## src/rtl/voice_alloc_pkg.sv

```systemverilog
// Shared types and MIDI field widths for the voice allocator.
// Configuration macro VOICE_STEAL_EN is consumed by voice_alloc.sv.
package voice_alloc_pkg;

    localparam int CHAN_W = 4;
    localparam int KEY_W  = 7;
    localparam int VEL_W  = 7;

    typedef enum logic [1:0] {
        ST_IDLE  = 2'd0,
        ST_SCAN  = 2'd1,
        ST_ISSUE = 2'd2
    } state_e;

    typedef struct packed {
        logic              is_on;
        logic [CHAN_W-1:0] chan;
        logic [KEY_W-1:0]  key;
        logic [VEL_W-1:0]  vel;
    } event_t;

    function automatic logic [7:0] sat_inc8(input logic [7:0] value);
        return (value == 8'hFF) ? value : value + 8'd1;
    endfunction

endpackage

```

## src/rtl/voice_lru.sv

```systemverilog
// Per-voice least-recently-used ages: a permutation of 0..NUM_VOICES-1,
// where the voice holding age NUM_VOICES-1 is the oldest.
module voice_lru
    import voice_alloc_pkg::*;
#(
    parameter int NUM_VOICES = 32,
    parameter int V_WIDTH    = $clog2(NUM_VOICES)
) (
    input  logic                          clk,
    input  logic                          rst,
    input  logic                          touch_valid,
    input  logic [V_WIDTH-1:0]            touch_idx,
    output logic [NUM_VOICES*V_WIDTH-1:0] age_vec,
    output logic [V_WIDTH-1:0]            oldest_idx
);

    logic [V_WIDTH-1:0] age_q [NUM_VOICES];
    logic [V_WIDTH-1:0] age_d [NUM_VOICES];
    logic [V_WIDTH-1:0] touch_age;

    // Touching a voice makes it youngest; only voices younger than it age, so ages stay distinct.
    always_comb begin
        age_d     = age_q;
        touch_age = age_q[touch_idx];
        if (touch_valid) begin
            for (int i = 0; i < NUM_VOICES; i++) begin
                if (V_WIDTH'(i) == touch_idx) begin
                    age_d[i] = '0;
                end else if (age_q[i] < touch_age) begin
                    age_d[i] = age_q[i] + 1'b1;
                end
            end
        end
    end

    always_ff @(posedge clk or posedge rst) begin
        if (rst) begin
            for (int i = 0; i < NUM_VOICES; i++) begin
                age_q[i] <= V_WIDTH'(i);
            end
        end else begin
            age_q <= age_d;
        end
    end

    always_comb begin
        age_vec    = '0;
        oldest_idx = '0;
        for (int i = 0; i < NUM_VOICES; i++) begin
            age_vec[i*V_WIDTH +: V_WIDTH] = age_q[i];
            if (age_q[i] == V_WIDTH'(NUM_VOICES - 1)) begin
                oldest_idx = V_WIDTH'(i);
            end
        end
    end

endmodule

```

## src/rtl/voice_alloc.sv

```systemverilog
// Polyphonic voice allocator: scans one voice per cycle, then issues a voice command.
// Define VOICE_STEAL_EN to steal the oldest voice when none is free; otherwise the note is dropped.
module voice_alloc
    import voice_alloc_pkg::*;
#(
    parameter int NUM_VOICES = 32,
    parameter int V_WIDTH    = $clog2(NUM_VOICES)
) (
    input  logic                  reg_clk,
    input  logic                  reset_reg,
    input  logic                  in_valid,
    output logic                  in_ready,
    input  logic                  in_on,
    input  logic [CHAN_W-1:0]     in_chan,
    input  logic [KEY_W-1:0]      in_key,
    input  logic [VEL_W-1:0]      in_vel,
    output logic                  out_valid,
    input  logic                  out_ready,
    output logic [V_WIDTH-1:0]    out_voice,
    output logic [CHAN_W-1:0]     out_chan,
    output logic [KEY_W-1:0]      out_key,
    output logic [VEL_W-1:0]      out_vel,
    output logic                  out_gate,
    output logic                  out_steal,
    input  logic [NUM_VOICES-1:0] release_done,
    output logic [NUM_VOICES-1:0] keys_on,
    output logic [NUM_VOICES-1:0] voice_free,
    output logic [V_WIDTH:0]      active_keys,
    output logic [7:0]            drop_cnt
);

    state_e                state_q, state_d;
    event_t                ev_q, ev_d;
    logic [V_WIDTH-1:0]    scan_idx_q, scan_idx_d;
    logic                  match_found_q, match_found_d;
    logic [V_WIDTH-1:0]    match_idx_q, match_idx_d;
    logic                  free_found_q, free_found_d;
    logic [V_WIDTH-1:0]    free_idx_q, free_idx_d;
    logic                  out_valid_q, out_valid_d;
    logic [V_WIDTH-1:0]    out_voice_q, out_voice_d;
    logic [CHAN_W-1:0]     out_chan_q, out_chan_d;
    logic [KEY_W-1:0]      out_key_q, out_key_d;
    logic [VEL_W-1:0]      out_vel_q, out_vel_d;
    logic                  out_gate_q, out_gate_d;
    logic [NUM_VOICES-1:0] keys_on_q, keys_on_d;
    logic [NUM_VOICES-1:0] voice_free_q, voice_free_d;
    logic [CHAN_W-1:0]     voice_chan_q [NUM_VOICES];
    logic [CHAN_W-1:0]     voice_chan_d [NUM_VOICES];
    logic [KEY_W-1:0]      voice_key_q [NUM_VOICES];
    logic [KEY_W-1:0]      voice_key_d [NUM_VOICES];
    logic [V_WIDTH:0]      active_keys_q, active_keys_d;
    logic [7:0]            drop_cnt_q, drop_cnt_d;

    logic                  hit, m_found, f_found, do_issue;
    logic [V_WIDTH-1:0]    m_idx, f_idx, sel_idx;
    logic                  touch_valid;
    logic [NUM_VOICES*V_WIDTH-1:0] age_vec;
    logic [V_WIDTH-1:0]    oldest_idx;

`ifdef VOICE_STEAL_EN
    logic                  out_steal_q, out_steal_d;
    logic                  sel_steal;
`endif

    voice_lru #(
        .NUM_VOICES (NUM_VOICES),
        .V_WIDTH    (V_WIDTH)
    ) u_lru (
        .clk         (reg_clk),
        .rst         (reset_reg),
        .touch_valid (touch_valid),
        .touch_idx   (out_voice_q),
        .age_vec     (age_vec),
        .oldest_idx  (oldest_idx)
    );

    always_comb begin
        state_d       = state_q;
        ev_d          = ev_q;
        scan_idx_d    = scan_idx_q;
        match_found_d = match_found_q;
        match_idx_d   = match_idx_q;
        free_found_d  = free_found_q;
        free_idx_d    = free_idx_q;
        out_valid_d   = out_valid_q;
        out_voice_d   = out_voice_q;
        out_chan_d    = out_chan_q;
        out_key_d     = out_key_q;
        out_vel_d     = out_vel_q;
        out_gate_d    = out_gate_q;
        keys_on_d     = keys_on_q;
        voice_chan_d  = voice_chan_q;
        voice_key_d   = voice_key_q;
        drop_cnt_d    = drop_cnt_q;
        touch_valid   = 1'b0;
        hit           = 1'b0;
        m_found       = 1'b0;
        f_found       = 1'b0;
        m_idx         = '0;
        f_idx         = '0;
        sel_idx       = '0;
        do_issue      = 1'b0;
`ifdef VOICE_STEAL_EN
        out_steal_d   = out_steal_q;
        sel_steal     = 1'b0;
`endif
        // A release only frees a voice whose key is already up; an allocation below overrides it.
        voice_free_d  = voice_free_q | (release_done & ~keys_on_q);

        active_keys_d = '0;
        for (int i = 0; i < NUM_VOICES; i++) begin
            active_keys_d = active_keys_d + (V_WIDTH + 1)'(keys_on_q[i]);
        end

        case (state_q)
            ST_IDLE: begin
                if (in_valid) begin
                    ev_d.is_on    = in_on & (in_vel != '0);
                    ev_d.chan     = in_chan;
                    ev_d.key      = in_key;
                    ev_d.vel      = in_vel;
                    scan_idx_d    = '0;
                    match_found_d = 1'b0;
                    free_found_d  = 1'b0;
                    state_d       = ST_SCAN;
                end
            end

            ST_SCAN: begin
                hit = keys_on_q[scan_idx_q]
                      && (voice_chan_q[scan_idx_q] == ev_q.chan)
                      && (voice_key_q[scan_idx_q] == ev_q.key);
                m_found       = match_found_q | hit;
                m_idx         = match_found_q ? match_idx_q : scan_idx_q;
                f_found       = free_found_q | voice_free_q[scan_idx_q];
                f_idx         = free_found_q ? free_idx_q : scan_idx_q;
                match_found_d = m_found;
                match_idx_d   = m_idx;
                free_found_d  = f_found;
                free_idx_d    = f_idx;
                scan_idx_d    = scan_idx_q + 1'b1;

                if (scan_idx_q == V_WIDTH'(NUM_VOICES - 1)) begin
                    if (ev_q.is_on) begin
                        if (m_found) begin
                            do_issue = 1'b1;
                            sel_idx  = m_idx;
                        end else if (f_found) begin
                            do_issue = 1'b1;
                            sel_idx  = f_idx;
                        end else begin
`ifdef VOICE_STEAL_EN
                            do_issue  = 1'b1;
                            sel_idx   = oldest_idx;
                            sel_steal = 1'b1;
`else
                            drop_cnt_d = sat_inc8(drop_cnt_q);
`endif
                        end
                    end else if (m_found) begin
                        do_issue = 1'b1;
                        sel_idx  = m_idx;
                    end

                    if (do_issue) begin
                        state_d     = ST_ISSUE;
                        out_valid_d = 1'b1;
                        out_voice_d = sel_idx;
                        out_chan_d  = ev_q.chan;
                        out_key_d   = ev_q.key;
                        out_vel_d   = ev_q.vel;
                        out_gate_d  = ev_q.is_on;
`ifdef VOICE_STEAL_EN
                        out_steal_d = sel_steal;
`endif
                    end else begin
                        state_d = ST_IDLE;
                    end
                end
            end

            ST_ISSUE: begin
                // Voice bookkeeping commits only when the consumer accepts the command.
                if (out_ready) begin
                    out_valid_d = 1'b0;
                    state_d     = ST_IDLE;
                    if (out_gate_q) begin
                        keys_on_d[out_voice_q]    = 1'b1;
                        voice_free_d[out_voice_q] = 1'b0;
                        voice_chan_d[out_voice_q] = out_chan_q;
                        voice_key_d[out_voice_q]  = out_key_q;
                        touch_valid               = 1'b1;
                    end else begin
                        keys_on_d[out_voice_q] = 1'b0;
                    end
                end
            end

            default: state_d = ST_IDLE;
        endcase
    end

    always_ff @(posedge reg_clk or posedge reset_reg) begin
        if (reset_reg) begin
            state_q       <= ST_IDLE;
            ev_q          <= '0;
            scan_idx_q    <= '0;
            match_found_q <= 1'b0;
            match_idx_q   <= '0;
            free_found_q  <= 1'b0;
            free_idx_q    <= '0;
            out_valid_q   <= 1'b0;
            out_voice_q   <= '0;
            out_chan_q    <= '0;
            out_key_q     <= '0;
            out_vel_q     <= '0;
            out_gate_q    <= 1'b0;
            keys_on_q     <= '0;
            voice_free_q  <= '1;
            active_keys_q <= '0;
            drop_cnt_q    <= '0;
            for (int i = 0; i < NUM_VOICES; i++) begin
                voice_chan_q[i] <= '0;
                voice_key_q[i]  <= '0;
            end
`ifdef VOICE_STEAL_EN
            out_steal_q   <= 1'b0;
`endif
        end else begin
            state_q       <= state_d;
            ev_q          <= ev_d;
            scan_idx_q    <= scan_idx_d;
            match_found_q <= match_found_d;
            match_idx_q   <= match_idx_d;
            free_found_q  <= free_found_d;
            free_idx_q    <= free_idx_d;
            out_valid_q   <= out_valid_d;
            out_voice_q   <= out_voice_d;
            out_chan_q    <= out_chan_d;
            out_key_q     <= out_key_d;
            out_vel_q     <= out_vel_d;
            out_gate_q    <= out_gate_d;
            keys_on_q     <= keys_on_d;
            voice_free_q  <= voice_free_d;
            active_keys_q <= active_keys_d;
            drop_cnt_q    <= drop_cnt_d;
            voice_chan_q  <= voice_chan_d;
            voice_key_q   <= voice_key_d;
`ifdef VOICE_STEAL_EN
            out_steal_q   <= out_steal_d;
`endif
        end
    end

    assign in_ready    = (state_q == ST_IDLE);
    assign out_valid   = out_valid_q;
    assign out_voice   = out_voice_q;
    assign out_chan    = out_chan_q;
    assign out_key     = out_key_q;
    assign out_vel     = out_vel_q;
    assign out_gate    = out_gate_q;
    assign keys_on     = keys_on_q;
    assign voice_free  = voice_free_q;
    assign active_keys = active_keys_q;
    assign drop_cnt    = drop_cnt_q;

`ifdef VOICE_STEAL_EN
    assign out_steal = out_steal_q;
    logic unused_lru;
    assign unused_lru = ^age_vec;
`else
    assign out_steal = 1'b0;
    logic unused_lru;
    assign unused_lru = ^{age_vec, oldest_idx};
`endif

endmodule
```

## config.mk

```make
export PLATFORM = sky130hd
export DESIGN_NAME = voice_alloc
export DESIGN_NICKNAME = d
export VERILOG_FILES = /design/src/rtl/voice_alloc_pkg.sv /design/src/rtl/voice_lru.sv /design/src/rtl/voice_alloc.sv
export SDC_FILE = /design/constraint.sdc
export NUM_CORES = 1
export LEC_CHECK = 0
export ABC_AREA = 1
export CAP_MARGIN = 20
export CORE_MARGIN = 3
export CORE_UTILIZATION = 50
export DETAILED_ROUTE_END_ITERATION = 6
export GPL_TIMING_DRIVEN = 0
export HOLD_SLACK_MARGIN = 0.03
export PLACE_DENSITY = 0.69
export SETUP_SLACK_MARGIN = 0.15
export SYNTH_ARGS = -nofsm -noshare
export SYNTH_HDL_FRONTEND = slang
export SYNTH_SLANG_ARGS = --single-unit
```

## constraint.sdc

```tcl
create_clock -name reg_clk -period 40.5 [get_ports reg_clk]
set_input_delay 6.075 -clock reg_clk [delete_from_list [all_inputs] [get_ports reg_clk]]
set_output_delay 6.075 -clock reg_clk [all_outputs]
set_load 0.01 [all_outputs]
```

Word level (Yosys, flattened, before mapping):

Cells that the tools add are included.

* register bits: 493
* bits of input ports: 55
* output and inout port bits: 105
* word-level logic and storage cells: 212

* add/sub/neg operators: 33
* order comparisons: 6
* eq/ne operators: 10
* muxes and demuxes: 48
* bitwise gates (word level): 15
* reduce and logical (&&, ||, !) cells: 16

Operators by type and width (number)
* $bwmux 224: 1
* $add 6x1->6: 26
* $bwmux 128: 1
* $mux 32: 4
* $and 32x32->32: 3
* $not 32->32: 2
* $or 32x32->32: 2
* $bmux 7 s5: 1
* $demux 7 s5: 1
* $mux 5: 7
* $mux 7: 3
* $bmux 4 s5: 1
* $demux 4 s5: 1
* $mux 1: 13
* $ge 6x6->1 const B: 2
* $lt 5x6->1 const B: 2
* $mux 4: 3
* $not 5->6: 2
* $bmux 1 s5: 2
* $pmux 5 s2: 1
* $reduce_and 3->1: 3
* $add 8x1->8 const B: 1
* $eq 8x8->1 const B: 1
* $mux 2: 4
* 27 further kinds: 41

Depth between registers and ports, before layout:

* depth after elaboration: 31
* gate-level depth with buffers: 23
* gate-level depth less buffers: 22

Worst setup path before layout:

Ideal clock, no wire load.

* path type: input-to-reg
* start: input port out_ready
* end: register voice_chan_q[15] (netlist bit)
* setup time: 0.133 ns
* arrival: 7.386 ns
* data required time: 40.367 ns
* slack: 32.981 ns
* stages on the path: 9
* buffers on the path: 2
* cell sequence: inv_1 nor2_1 inv_1 clkbuf_1 nor3_1 nand2_1 clkbuf_1 nand2_1 o21ai_0

* longest elaborated chain between the ends: 1

RTL lines
* from (decl): RTL line voice_alloc.sv:18 `input logic out_ready,`
* $reduce_and 3->1 (no source line)
* to (signal assigned): RTL line voice_alloc.sv:247 `voice_chan_q <= voice_chan_d;`
* to (decl): RTL line voice_alloc.sv:47 `logic [CHAN_W-1:0] voice_chan_q [NUM_VOICES];`

Every way passes these cells.
A chain may end at the register's enable or synchronous reset.

Worst setup path after layout:

* start: input port out_ready
* end: register voice_key_q[27] (netlist bit)

* longest elaborated chain between the ends: 1

RTL lines
* $reduce_and 3->1 (no source line)
* to (signal assigned): RTL line voice_alloc.sv:248 `voice_key_q <= voice_key_d;`
* to (decl): RTL line voice_alloc.sv:49 `logic [KEY_W-1:0] voice_key_q [NUM_VOICES];`

Every way passes these cells.

==> results.txt <==
Result of the run = complete, but fails checks
Violations in the final reports = DRC
Switching Share = 44.0%
Sequential-to-total area share from yosys stat = 52.4%
Number of flops mapped to enable cells by yosys = 0
Sequential share of power = 31.0%
Number of flip-flops and latches in the synthesized netlist = 493
Clock Sink Count = 493
Most common cell after layout, fill and taps aside = sky130_fd_sc_hd__nand2_1
Mean instance size in the synthesized netlist = 7.92 um^2
Post-CTS Hold Buffers = 0
Worst-case clock buffer depth = 3
Final number of max-transition violations = 0
Worst EP arrival = 9.38 ns
H-tree levels = 2
Cell area after placement = 26100 um^2
Class of the worst hold path = flip-flop to flip-flop
Dominant register cell in the synthesized netlist = sky130_fd_sc_hd__dfrtp_1
Fraction of power consumed by the clock network = 29.9%
Total iterations of the first detailed-routing run = 7
Total wire length = 104 mm
Post-synth design cell area = 23600 um^2
RSZ-0062 raised after global routing = no
Final Hold Vio Count = 0
Depth of the most critical reg-to-reg path = 16
Number of max-cap violations = 0
Relative slew slack = 15.1%
Buffer type at the clock tree root = sky130_fd_sc_hd__clkbuf_16
Fin nets = 3289
Post-layout util = 60.0%
Global Route Usage Sum = 41.3%
WP data required = 41.03 ns
Share of cells above drive strength 1 = 6.38%
Post CTS Setup Buffer Count = 0
Smallest setup slack after layout = 31.65 ns
Area fraction of the dominant cell type after synthesis = 48.8%
I/O pin count = 160
Endpoints failing setup = 0
Vias in the first global route = 22200
Area added between synthesis and finish = 18.6%
Wire length per cell = 27.0 um
Cell count after synthesis = 2981
Total Neg Setup Slack = 0 ns
Worst setup path startpoint = out_ready
Maximum VDD drop = 0.0461 mV
Main area contributors after synthesis = sky130_fd_sc_hd__dfrtp_1 49%, sky130_fd_sc_hd__nand2_1 18%, sky130_fd_sc_hd__o21ai_0 9.5%, sky130_fd_sc_hd__nand3_1 5.8%, sky130_fd_sc_hd__dfstp_2 3.6%
Worst-skew pair later-pin latency = 0.64 ns
DRT iter0 DRCs = 3448
Fin cells = 3853
Startpoint type of the worst setup path = input pin
Async set-reset flop share out of synthesis = 100%
Post-CTS clock slew at the launch and capture registers of the worst setup and hold paths = 0.06 ns
Finished layout cell area = 28000 um^2
Synthesis warning total = 0
Fillers = 4315
Net load switching power = 0.789 mW
Placed wire-length estimate = 74.3 mm
Comb pwr share = 39.0%
Cell-internal power = 1.00 mW
Wire length of the first global-routing pass = 150 mm
Placer congestion estimate = 1.05
Reg-to-reg endpoint = active_keys[5]$_DFF_PP0_
Final critical path time including I/O delays and setup = 8.85 ns
Worst setup skew after layout = 0.0282 ns
Maximum fanout along the worst path = 10
Static leakage power = 13.0 nW
Slew at the pin closest to its max-slew limit = 1.27 ns
Top library cells by usage in the layout, fill and taps aside = 1105 x sky130_fd_sc_hd__nand2_1, 461 x sky130_fd_sc_hd__dfrtp_1, 447 x sky130_fd_sc_hd__o21ai_0
DIE AREA = 49900 um^2
Pwr/cell area = 64.0 nW/um^2
Synthesized Nets = 3070
Overflow left after global routing = 0
Count of buffers inserted at the top-level ports = 158
Starting utilization of the core area = 50.6%
Vias/cell = 6.09
Die height = 223 um
Number of antenna violations at the first check in global routing = 1
Count of nets left with antenna violations after detail routing = 0
Pin count of the biggest net entering global routing = 132
Library cell with the largest summed area after synthesis = sky130_fd_sc_hd__dfrtp_1
Number of vias after detailed routing = 23500
Power Total = 1.79 mW
Cell Rows = 79
Total DRC errors in the routed layout = 4
Number of distinct library cell variants in the gate-level netlist after synthesis = 41
Worst setup path endpoint = voice_key_q[27]$_DFFE_PP0P_
TritonCTS clock tree = yes
Final period utilization = 21.8%
Category of the critical setup timing path = input pin to flip-flop
Hold slack = 0.471 ns
Number of placed cells counting well taps = 3751
F_max = 0.113 GHz
Number of buffers created by CTS = 54
Setup slack of the worst register-to-register path = 35.58 ns
Setup slack at placement = 31.21 ns
Kind of capture point of the worst setup path = flip-flop
CTS-repair resized insts = 0
Core outline area = 46700 um^2
Die Wd = 223 um
==> worst max-delay path, stage by stage <==
cell	delay, ns
sky130_fd_sc_hd__clkdlybuf4s50_1	0.52
sky130_fd_sc_hd__inv_1	0.05
sky130_fd_sc_hd__nor2_1	0.51
sky130_fd_sc_hd__inv_1	0.24
sky130_fd_sc_hd__clkbuf_1	0.31
sky130_fd_sc_hd__nor3_1	0.35
sky130_fd_sc_hd__nand2_1	0.45
sky130_fd_sc_hd__clkbuf_1	0.53
sky130_fd_sc_hd__o21ai_0	0.32
==> worst min path at each step <==
stage / start / endpoint / slack [ns] / depth (start not counted)
finish: out_vel[5]$_DFFE_PP0P_ / out_vel[5]$_DFFE_PP0P_ / 0.47 / 2
global route: out_vel[1]$_DFFE_PP0P_ / out_vel[1]$_DFFE_PP0P_ / 0.49 / 2
CTS: out_vel[5]$_DFFE_PP0P_ / out_vel[5]$_DFFE_PP0P_ / 0.48 / 2
detailed placement: out_vel[5]$_DFFE_PP0P_ / out_vel[5]$_DFFE_PP0P_ / 0.46 / 2
global placement: out_vel[5]$_DFFE_PP0P_ / out_vel[5]$_DFFE_PP0P_ / 0.46 / 2
floorplan: free_idx_q[0]$_DFFE_PP0P_ / free_idx_q[0]$_DFFE_PP0P_ / 0.45 / 2
==> synthesized netlist by cell type, types with 5 or more instances <==
cell type / n
sky130_fd_sc_hd__a21oi_1: 67
sky130_fd_sc_hd__dfrtp_1: 461
sky130_fd_sc_hd__buf_4: 13
sky130_fd_sc_hd__dfstp_2: 32
sky130_fd_sc_hd__buf_2: 34
sky130_fd_sc_hd__o21ai_1: 6
sky130_fd_sc_hd__o21ai_0: 447
sky130_fd_sc_hd__clkbuf_1: 127
sky130_fd_sc_hd__nand3_1: 276
sky130_fd_sc_hd__nand2_1: 1105
sky130_fd_sc_hd__nand4_1: 6
sky130_fd_sc_hd__buf_6: 18
sky130_fd_sc_hd__inv_2: 5
sky130_fd_sc_hd__nor3_1: 14
sky130_fd_sc_hd__inv_1: 190
sky130_fd_sc_hd__nor2_1: 98
sky130_fd_sc_hd__ha_1: 10
sky130_fd_sc_hd__fa_1: 24
sky130_fd_sc_hd__clkinv_1: 5
==> area by class of cell <==
cell class / instances / area (um^2) / share of cell area [%]
sequential: 493 / 12400 / 44.2
inverter: 201 / 764 / 2.73
clock buffer: 78 / 1560 / 5.58
clock inverter: 23 / 348 / 1.24
tap: 607 / 759 / 2.71
multi-input combinational: 2091 / 9520 / 34.0
timing repair buffer: 163 / 1710 / 6.09
buffer: 196 / 973 / 3.48
antenna: 1 / 2.50 / 0.00893
==> registers in the layout, indices dropped and copies added (netlist names), 2 cells and up, named ones only <==
signal and cells:
voice_chan_q 128, active_keys 6, out_voice 5, voice_key_q 224, out_chan 4, scan_idx_q 5, drop_cnt 8, match_idx_q 5
state_q 2, out_vel 7, free_idx_q 5, voice_free 32, ev_q 19, out_key 7
==> cells by family after synthesis <==
group	after synthesis	synth area share, %
other	1	0.0159
buffers and inverters	397	7.33
AOI/OAI and AO/OA	536	11.6
adders and majority gates	34	2.56
xor gates and xnor gates	7	0.260
and+or+nand+nor	1513	25.9
DFF	493	52.4
==> power by group through the flow <==
stage	clock [mW]	combinational, mW	sequential [mW]
CTS	0.535	0.654	0.554
detailed placement	0	0.651	0.563
global route	0.555	0.707	0.557
global placement	0	0.642	0.564
floorplan	0	0.331	0.552
finish	0.537	0.700	0.557
==> routing by layer <==
metal / vias up / track usage [%] / wire length [um]
met5: - / 0.684 / 62
met4: 4 / 28.8 / 8770
met3: 470 / 12.4 / 13600
met2: 1750 / 58.8 / 43300
met1: 11300 / 54.2 / 38200
li1: 9992 / - / -
No activity file was read; power rests on OpenSTA's default activity.
